## src/rtl/spi_triangle_rx.sv

```systemverilog
// Oversampled SPI mode-0 slave: command byte + WIDTH-bit triangle record -> single-cycle FIFO push.
// Optional CRC-8 trailer byte checked before the push when SPI_TRIANGLE_CRC8_EN is defined.
module spi_triangle_rx #(
  parameter int         WIDTH        = 240,
  parameter int         SYNC_STAGES  = 2,
  parameter logic [7:0] CMD_TRIANGLE = 8'h01
) (
  input  logic             clk,
  input  logic             rst_n,
  input  logic             spi_clk,
  input  logic             spi_cs_n,
  input  logic             spi_mosi,
  input  logic             triangle_full,
  output logic [WIDTH-1:0] triangle_wrdata,
  output logic             triangle_push,
  output logic             overflow,
  output logic             frame_error
);

  localparam int BYTES = WIDTH / 8;
  localparam int BCW   = $clog2(BYTES + 1);

`ifdef SPI_TRIANGLE_CRC8_EN
  typedef enum logic [2:0] {S_IDLE, S_CMD, S_PAYLOAD, S_CHECK, S_PUSH, S_DISCARD} state_t;
`else
  typedef enum logic [2:0] {S_IDLE, S_CMD, S_PAYLOAD, S_PUSH, S_DISCARD} state_t;
`endif

  state_t                 state_q, state_d;
  logic [SYNC_STAGES-1:0] sclk_sync_q, sclk_sync_d;
  logic [SYNC_STAGES-1:0] cs_sync_q, cs_sync_d;
  logic [SYNC_STAGES-1:0] mosi_sync_q, mosi_sync_d;
  logic [SYNC_STAGES-1:0] fill_q, fill_d;
  logic                   sclk_prev_q, sclk_prev_d;
  logic                   armed_q, armed_d;
  logic [2:0]             bit_cnt_q, bit_cnt_d;
  logic [BCW-1:0]         byte_cnt_q, byte_cnt_d;
  logic [7:0]             shift_q, shift_d;
  logic [WIDTH-1:0]       wrdata_q, wrdata_d;
  logic                   overflow_q, overflow_d;

  logic       sclk_s, cs_s, mosi_s;
  logic       sclk_rise, bit_en, byte_done, last_payload;
  logic [7:0] rx_byte;

`ifdef SPI_TRIANGLE_CRC8_EN
  logic [7:0] crc_q, crc_d;

  function automatic logic [7:0] crc8_byte(input logic [7:0] crc, input logic [7:0] data);
    logic [7:0] c;
    c = crc ^ data;
    for (int i = 0; i < 8; i++) begin
      c = c[7] ? ({c[6:0], 1'b0} ^ 8'h07) : {c[6:0], 1'b0};
    end
    return c;
  endfunction
`endif

  assign sclk_s       = sclk_sync_q[SYNC_STAGES-1];
  assign cs_s         = cs_sync_q[SYNC_STAGES-1];
  assign mosi_s       = mosi_sync_q[SYNC_STAGES-1];
  assign sclk_rise    = sclk_s & ~sclk_prev_q;
  assign rx_byte      = {shift_q[6:0], mosi_s};
  assign last_payload = (byte_cnt_q == BCW'(BYTES - 1));

  always_comb begin
    bit_en = 1'b0;
    if (sclk_rise && !cs_s) begin
      case (state_q)
        S_CMD, S_PAYLOAD: bit_en = 1'b1;
`ifdef SPI_TRIANGLE_CRC8_EN
        S_CHECK:          bit_en = 1'b1;
`endif
        default:          bit_en = 1'b0;
      endcase
    end
    byte_done = bit_en && (bit_cnt_q == 3'd7);
  end

  // Armed only once cs_n has been genuinely sampled high after reset, so a
  // frame already in progress when reset lifts is ignored.
  always_comb begin
    sclk_sync_d = {sclk_sync_q[SYNC_STAGES-2:0], spi_clk};
    cs_sync_d   = {cs_sync_q[SYNC_STAGES-2:0], spi_cs_n};
    mosi_sync_d = {mosi_sync_q[SYNC_STAGES-2:0], spi_mosi};
    fill_d      = {fill_q[SYNC_STAGES-2:0], 1'b1};
    sclk_prev_d = sclk_s;
    armed_d     = armed_q | (cs_s & fill_q[SYNC_STAGES-1]);
  end

  always_comb begin
    state_d = state_q;
    case (state_q)
      S_IDLE:    if (armed_q && !cs_s) state_d = S_CMD;
      S_CMD: begin
        if (cs_s)           state_d = S_IDLE;
        else if (byte_done) state_d = (rx_byte == CMD_TRIANGLE) ? S_PAYLOAD : S_DISCARD;
      end
      S_PAYLOAD: begin
`ifdef SPI_TRIANGLE_CRC8_EN
        if (cs_s)                              state_d = S_IDLE;
        else if (byte_done && last_payload)    state_d = S_CHECK;
`else
        if (cs_s)                              state_d = S_IDLE;
        else if (byte_done && last_payload)    state_d = S_PUSH;
`endif
      end
`ifdef SPI_TRIANGLE_CRC8_EN
      S_CHECK: begin
        if (cs_s)           state_d = S_IDLE;
        else if (byte_done) state_d = (rx_byte == crc_q) ? S_PUSH : S_DISCARD;
      end
`endif
      S_PUSH:    state_d = cs_s ? S_IDLE : S_DISCARD;
      S_DISCARD: if (cs_s) state_d = S_IDLE;
      default:   state_d = S_IDLE;
    endcase
  end

  always_comb begin
    bit_cnt_d  = bit_cnt_q;
    byte_cnt_d = byte_cnt_q;
    shift_d    = shift_q;
    wrdata_d   = wrdata_q;
    overflow_d = overflow_q | ((state_q == S_PUSH) & triangle_full);
`ifdef SPI_TRIANGLE_CRC8_EN
    crc_d      = crc_q;
    if (byte_done && (state_q == S_CMD || state_q == S_PAYLOAD)) crc_d = crc8_byte(crc_q, rx_byte);
    if (state_q == S_IDLE) crc_d = 8'h00;
`endif
    if (bit_en) begin
      shift_d   = rx_byte;
      bit_cnt_d = bit_cnt_q + 3'd1;
    end
    if (byte_done && state_q == S_PAYLOAD) begin
      byte_cnt_d = byte_cnt_q + BCW'(1);
      for (int k = 0; k < BYTES; k++) begin
        if (byte_cnt_q == BCW'(k)) wrdata_d[WIDTH-1-8*k -: 8] = rx_byte;
      end
    end
    if (state_q == S_IDLE || state_d == S_IDLE) begin
      bit_cnt_d  = 3'd0;
      byte_cnt_d = '0;
      shift_d    = 8'h00;
    end
  end

  always_comb begin
    triangle_push = (state_q == S_PUSH) && !triangle_full;
    frame_error   = 1'b0;
    case (state_q)
      S_CMD:     frame_error = cs_s || (byte_done && rx_byte != CMD_TRIANGLE);
      S_PAYLOAD: frame_error = cs_s;
`ifdef SPI_TRIANGLE_CRC8_EN
      S_CHECK:   frame_error = cs_s || (byte_done && rx_byte != crc_q);
`endif
      default:   frame_error = 1'b0;
    endcase
  end

  assign triangle_wrdata = wrdata_q;
  assign overflow        = overflow_q;

  always_ff @(posedge clk) begin
    if (!rst_n) begin
      state_q     <= S_IDLE;
      sclk_sync_q <= '0;
      cs_sync_q   <= '1;
      mosi_sync_q <= '0;
      fill_q      <= '0;
      sclk_prev_q <= 1'b0;
      armed_q     <= 1'b0;
      bit_cnt_q   <= 3'd0;
      byte_cnt_q  <= '0;
      shift_q     <= 8'h00;
      wrdata_q    <= '0;
      overflow_q  <= 1'b0;
`ifdef SPI_TRIANGLE_CRC8_EN
      crc_q       <= 8'h00;
`endif
    end else begin
      state_q     <= state_d;
      sclk_sync_q <= sclk_sync_d;
      cs_sync_q   <= cs_sync_d;
      mosi_sync_q <= mosi_sync_d;
      fill_q      <= fill_d;
      sclk_prev_q <= sclk_prev_d;
      armed_q     <= armed_d;
      bit_cnt_q   <= bit_cnt_d;
      byte_cnt_q  <= byte_cnt_d;
      shift_q     <= shift_d;
      wrdata_q    <= wrdata_d;
      overflow_q  <= overflow_d;
`ifdef SPI_TRIANGLE_CRC8_EN
      crc_q       <= crc_d;
`endif
    end
  end

endmodule

```

## config.mk

```make
export PLATFORM = sky130hd
export DESIGN_NAME = spi_triangle_rx
export DESIGN_NICKNAME = d
export VERILOG_FILES = /design/src/rtl/spi_triangle_rx.sv
export SDC_FILE = /design/constraint.sdc
export NUM_CORES = 1
export LEC_CHECK = 0
export CORE_MARGIN = 2
export CORE_UTILIZATION = 40
export DETAILED_ROUTE_END_ITERATION = 6
export HOLD_SLACK_MARGIN = 0.15
export PLACE_DENSITY_LB_ADDON = 0.12
export SYNTH_ARGS = -nofsm -noshare
export SYNTH_HDL_FRONTEND = slang
export SYNTH_SLANG_ARGS = --single-unit
```

## constraint.sdc

```tcl
create_clock -name clk -period 2.92 [get_ports clk]
set_input_delay 0.292 -clock clk [delete_from_list [all_inputs] [get_ports clk]]
set_output_delay 0.292 -clock clk [all_outputs]
set_load 0.05 [all_outputs]
```

==> summary.md <==
| Metric | Value |
|---|---|
| Commonest cells post-synth | 269 x dfxtp_1, 249 x nand2_1, 240 x mux2i_1 |
| Startpoint class of the critical path | flop |
| Die Area | 26700 sq um |
| Final period utilization | 93.7% |
| Max-Cap Viols | 0 |
| Count leader, synth | dfxtp_1 |
| Die H | 164 um |
| Worst hold slack | 0.304 ns |
| Seq/Total Area, Yosys | 52.9% |
| Distinct cell type count after synthesis | 45 |
| Syn_nets | 997 |
| Grt ovf | 0 |
| Resized cells post-CTS | 0 |
| Clock tree buffer depth | 3 |
| HPWL Detailed | 18600 um |
| Synth warnings | 0 |
| Port Buffer Count | 248 |
| Post-synth EDFFs | 0 |
| Worst setup EP type | output pin |
| Min Tclk post-route | 2.74 ns |
| Drt first pass iters | 4 |
| Critical setup path kind | flop to output pin |
| Antenna Cells | 0 |
| Starting density of the core | 40.5% |
| CTS tree | built |
| Clk Latency, worst-skew pair | 0.55 ns |
| Status | completed |
| Worst reg2reg endpoint | triangle_wrdata[117]$_SDFFE_PN0P_ |
| Met2 Use GR | 33.4% |
| Layout cell share with drive strength beyond 1 | 8.18% |
| Post-CTS Setup Repair Bufs | 0 |
| Root Driver | clkbuf_16 |
| Vias per inst | 4.96 |
| FF-to-FF Start | bit_cnt_q[0]$_SDFFE_PP0P_ |
| Unrepaired setup endpoints after global routing | no |
| Setup TNS | 0 ns |
| All-Layer GR Usage | 21.0% |
| Worst Reg-to-Reg Cells | 5 |
| Vias in the first global route | 7481 |
| Worst Skew | 0.0218 ns |
| Grt met3 use | 6.65% |
| Rel. slew slack | 33.3% |
| Final WL | 28600 um |
| First-pass GRT wire length | 44000 um |
| Synthesized area | 10200 sq um |
| Hold-fix buffer count after cts | 0 |
| Highest clock rate | 365 MHz |
| Gpl congestion | 0.770 |
| Leak | 6.01 nW |
| #FFs+latches synth | 269 |
| Total CTS buffers | 28 |
| Crit. Startpoint | state_q[0]$_SDFF_PN0_ |
| VDD IR max | 0.000348 V |
| Met1 Use GR | 28.0% |
| Die W | 164 um |
| DR DRC count | 0 |
| Worst hold path class | input port to flop |
| Via count | 7698 |
| Worst-path clk slew | 0.06 ns |
| Antenna violations before repair | 0 |
| Total design power | 7.21 mW |
| Reg2reg setup slack | 0.72 ns |
| Initial DRC count | 453 |
| Maximum level of the CTS H-tree | 1 |
| Antenna-violating nets left | 0 |
| Nets@finish | 1217 |
| Num ports | 249 |
| Clock Sinks | 269 |
| Ys flop type | dfxtp_1 |
| Routed wire per std cell | 18.4 um |
| Setup crit end | triangle_push |
| Largest net degree at the start of global routing | 105 |
| Area delta synth->final | 35.9% |
| Cells after synthesis | 984 |
| Setup violators final | 0 |
| CP max FO | 15 |
| Cell Pwr Density | 521 nW/um^2 |
| Arrival time worst endpoint | 2.44 ns |
| Slew @ Worst Pin | 0.994 ns |
| Mapped Avg Cell Area | 10.3 sq um |
| WP data required | 2.63 ns |
| Top-area cell type share of the netlist area | 52.9% |
| Ys async rst share | 0% |
| Max Slew Vio Count | 0 |
| Num rows | 58 |
| Fin. Hold Viols | 0 |
| Core area | 25100 sq um |
| Dominant cell type by area after synthesis | dfxtp_1 |
| GRT busiest layer | met2 |
| Top post-synthesis cells by area | dfxtp_1 53%, mux2i_1 24%, nand2_1 9.2% |
cell families after synthesis:
family	share of synthesized area (%)
simple gates	16.9
flops	52.9
mux	23.6
buf+inv	3.27
compound gates	2.31
fa+ha+maj	0.861
xor+xnor	0.172
sequential cells by signal, indices dropped and copies added, names as in the netlist:
signal,count
armed_q,1
sclk_sync_q,2
cs_sync_q,2
fill_q,2
bit_cnt_q,3
triangle_wrdata,240
mosi_sync_q,2
byte_cnt_q,5
state_q,3
shift_q,7
overflow,1
sclk_prev_q,1
cells in the final DEF (no fill, tap or decap), types with 2 or more instances in the layout:
cell type	n
dfxtp_1	269
nand2_1	247
clkdlybuf4s50_1	246
mux2i_1	240
clkbuf_16	28
nand3_2	22
buf_4	19
a21oi_1	18
nand3_1	17
o21ai_1	10
ha_1	7
clkbuf_8	7
and2_1	6
clkbuf_1	6
inv_1	5
and3_1	5
and3b_1	5
nor2b_1	5
nor3_4	5
nand3b_1	4
clkinv_2	4
nor2_1	3
nand2b_1	3
or3_1	3
o21ai_0	3
or3b_1	2
nand2_2	2
nor4bb_2	2
nand4bb_1	2
o2bb2ai_1	2
o31ai_1	2
or4_1	2
metrics by stage:
step	utilization, %	instances	instance area [sq um]	setup slack [ns]
2_1_floorplan	-	984	10200	0.831
3_3_place_gp	51.6	1504	12900	0.744
3_5_place_dp	51.6	1504	12900	0.717
4_1_cts	55.1	1552	13800	0.156
5_1_grt	55.1	1552	13800	0.0426
6_report	55.1	1552	13800	0.183
worst max-delay path: stages, from the launching register on:
cell             delay, ns
dfxtp_1               0.66
and3b_1               0.29
nor2b_1               0.15
clkdlybuf4s50_1       0.81
layer usage:
metal | vias up | wire [um]
met1 | 3698 | 12800
li1 | 3750 | -
met2 | 214 | 13100
met5 | - | 0
met4 | 0 | 500
met3 | 36 | 2220
area by class of cell:
cell class | count | area, sq um
timing repair buffer | 267 | 2640
tap | 330 | 413
clock inverter | 8 | 82.6
sequential | 269 | 5390
multi-input combinational | 633 | 4490
clock buffer | 40 | 806
inverter | 5 | 18.8
fill | 2282 | 11300
how the worst min path moves through the flow:
stage	start	endpoint	slack (ns)	cells past startpoint
detailed placement	cs_sync_q[0]$_SDFF_PN1_	cs_sync_q[1]$_SDFF_PN1_	0.40	1
finish	rst_n	cs_sync_q[1]$_SDFF_PN1_	0.30	2
global placement	cs_sync_q[0]$_SDFF_PN1_	cs_sync_q[1]$_SDFF_PN1_	0.39	1
CTS	spi_cs_n	cs_sync_q[0]$_SDFF_PN1_	0.31	2
global route	spi_cs_n	cs_sync_q[0]$_SDFF_PN1_	0.32	2
floorplan	rst_n	fill_q[0]$_DFF_P_	0.32	0
power breakdown:
group	internal (mW)	switching (mW)	leakage (nW)
Sequential	3.68	0.00576	2.17
Clock	2.00	1.44	0.436
Combinational	0.0186	0.0696	3.41
Total	5.69	1.51	6.01
(Power assumes the default switching activity.)
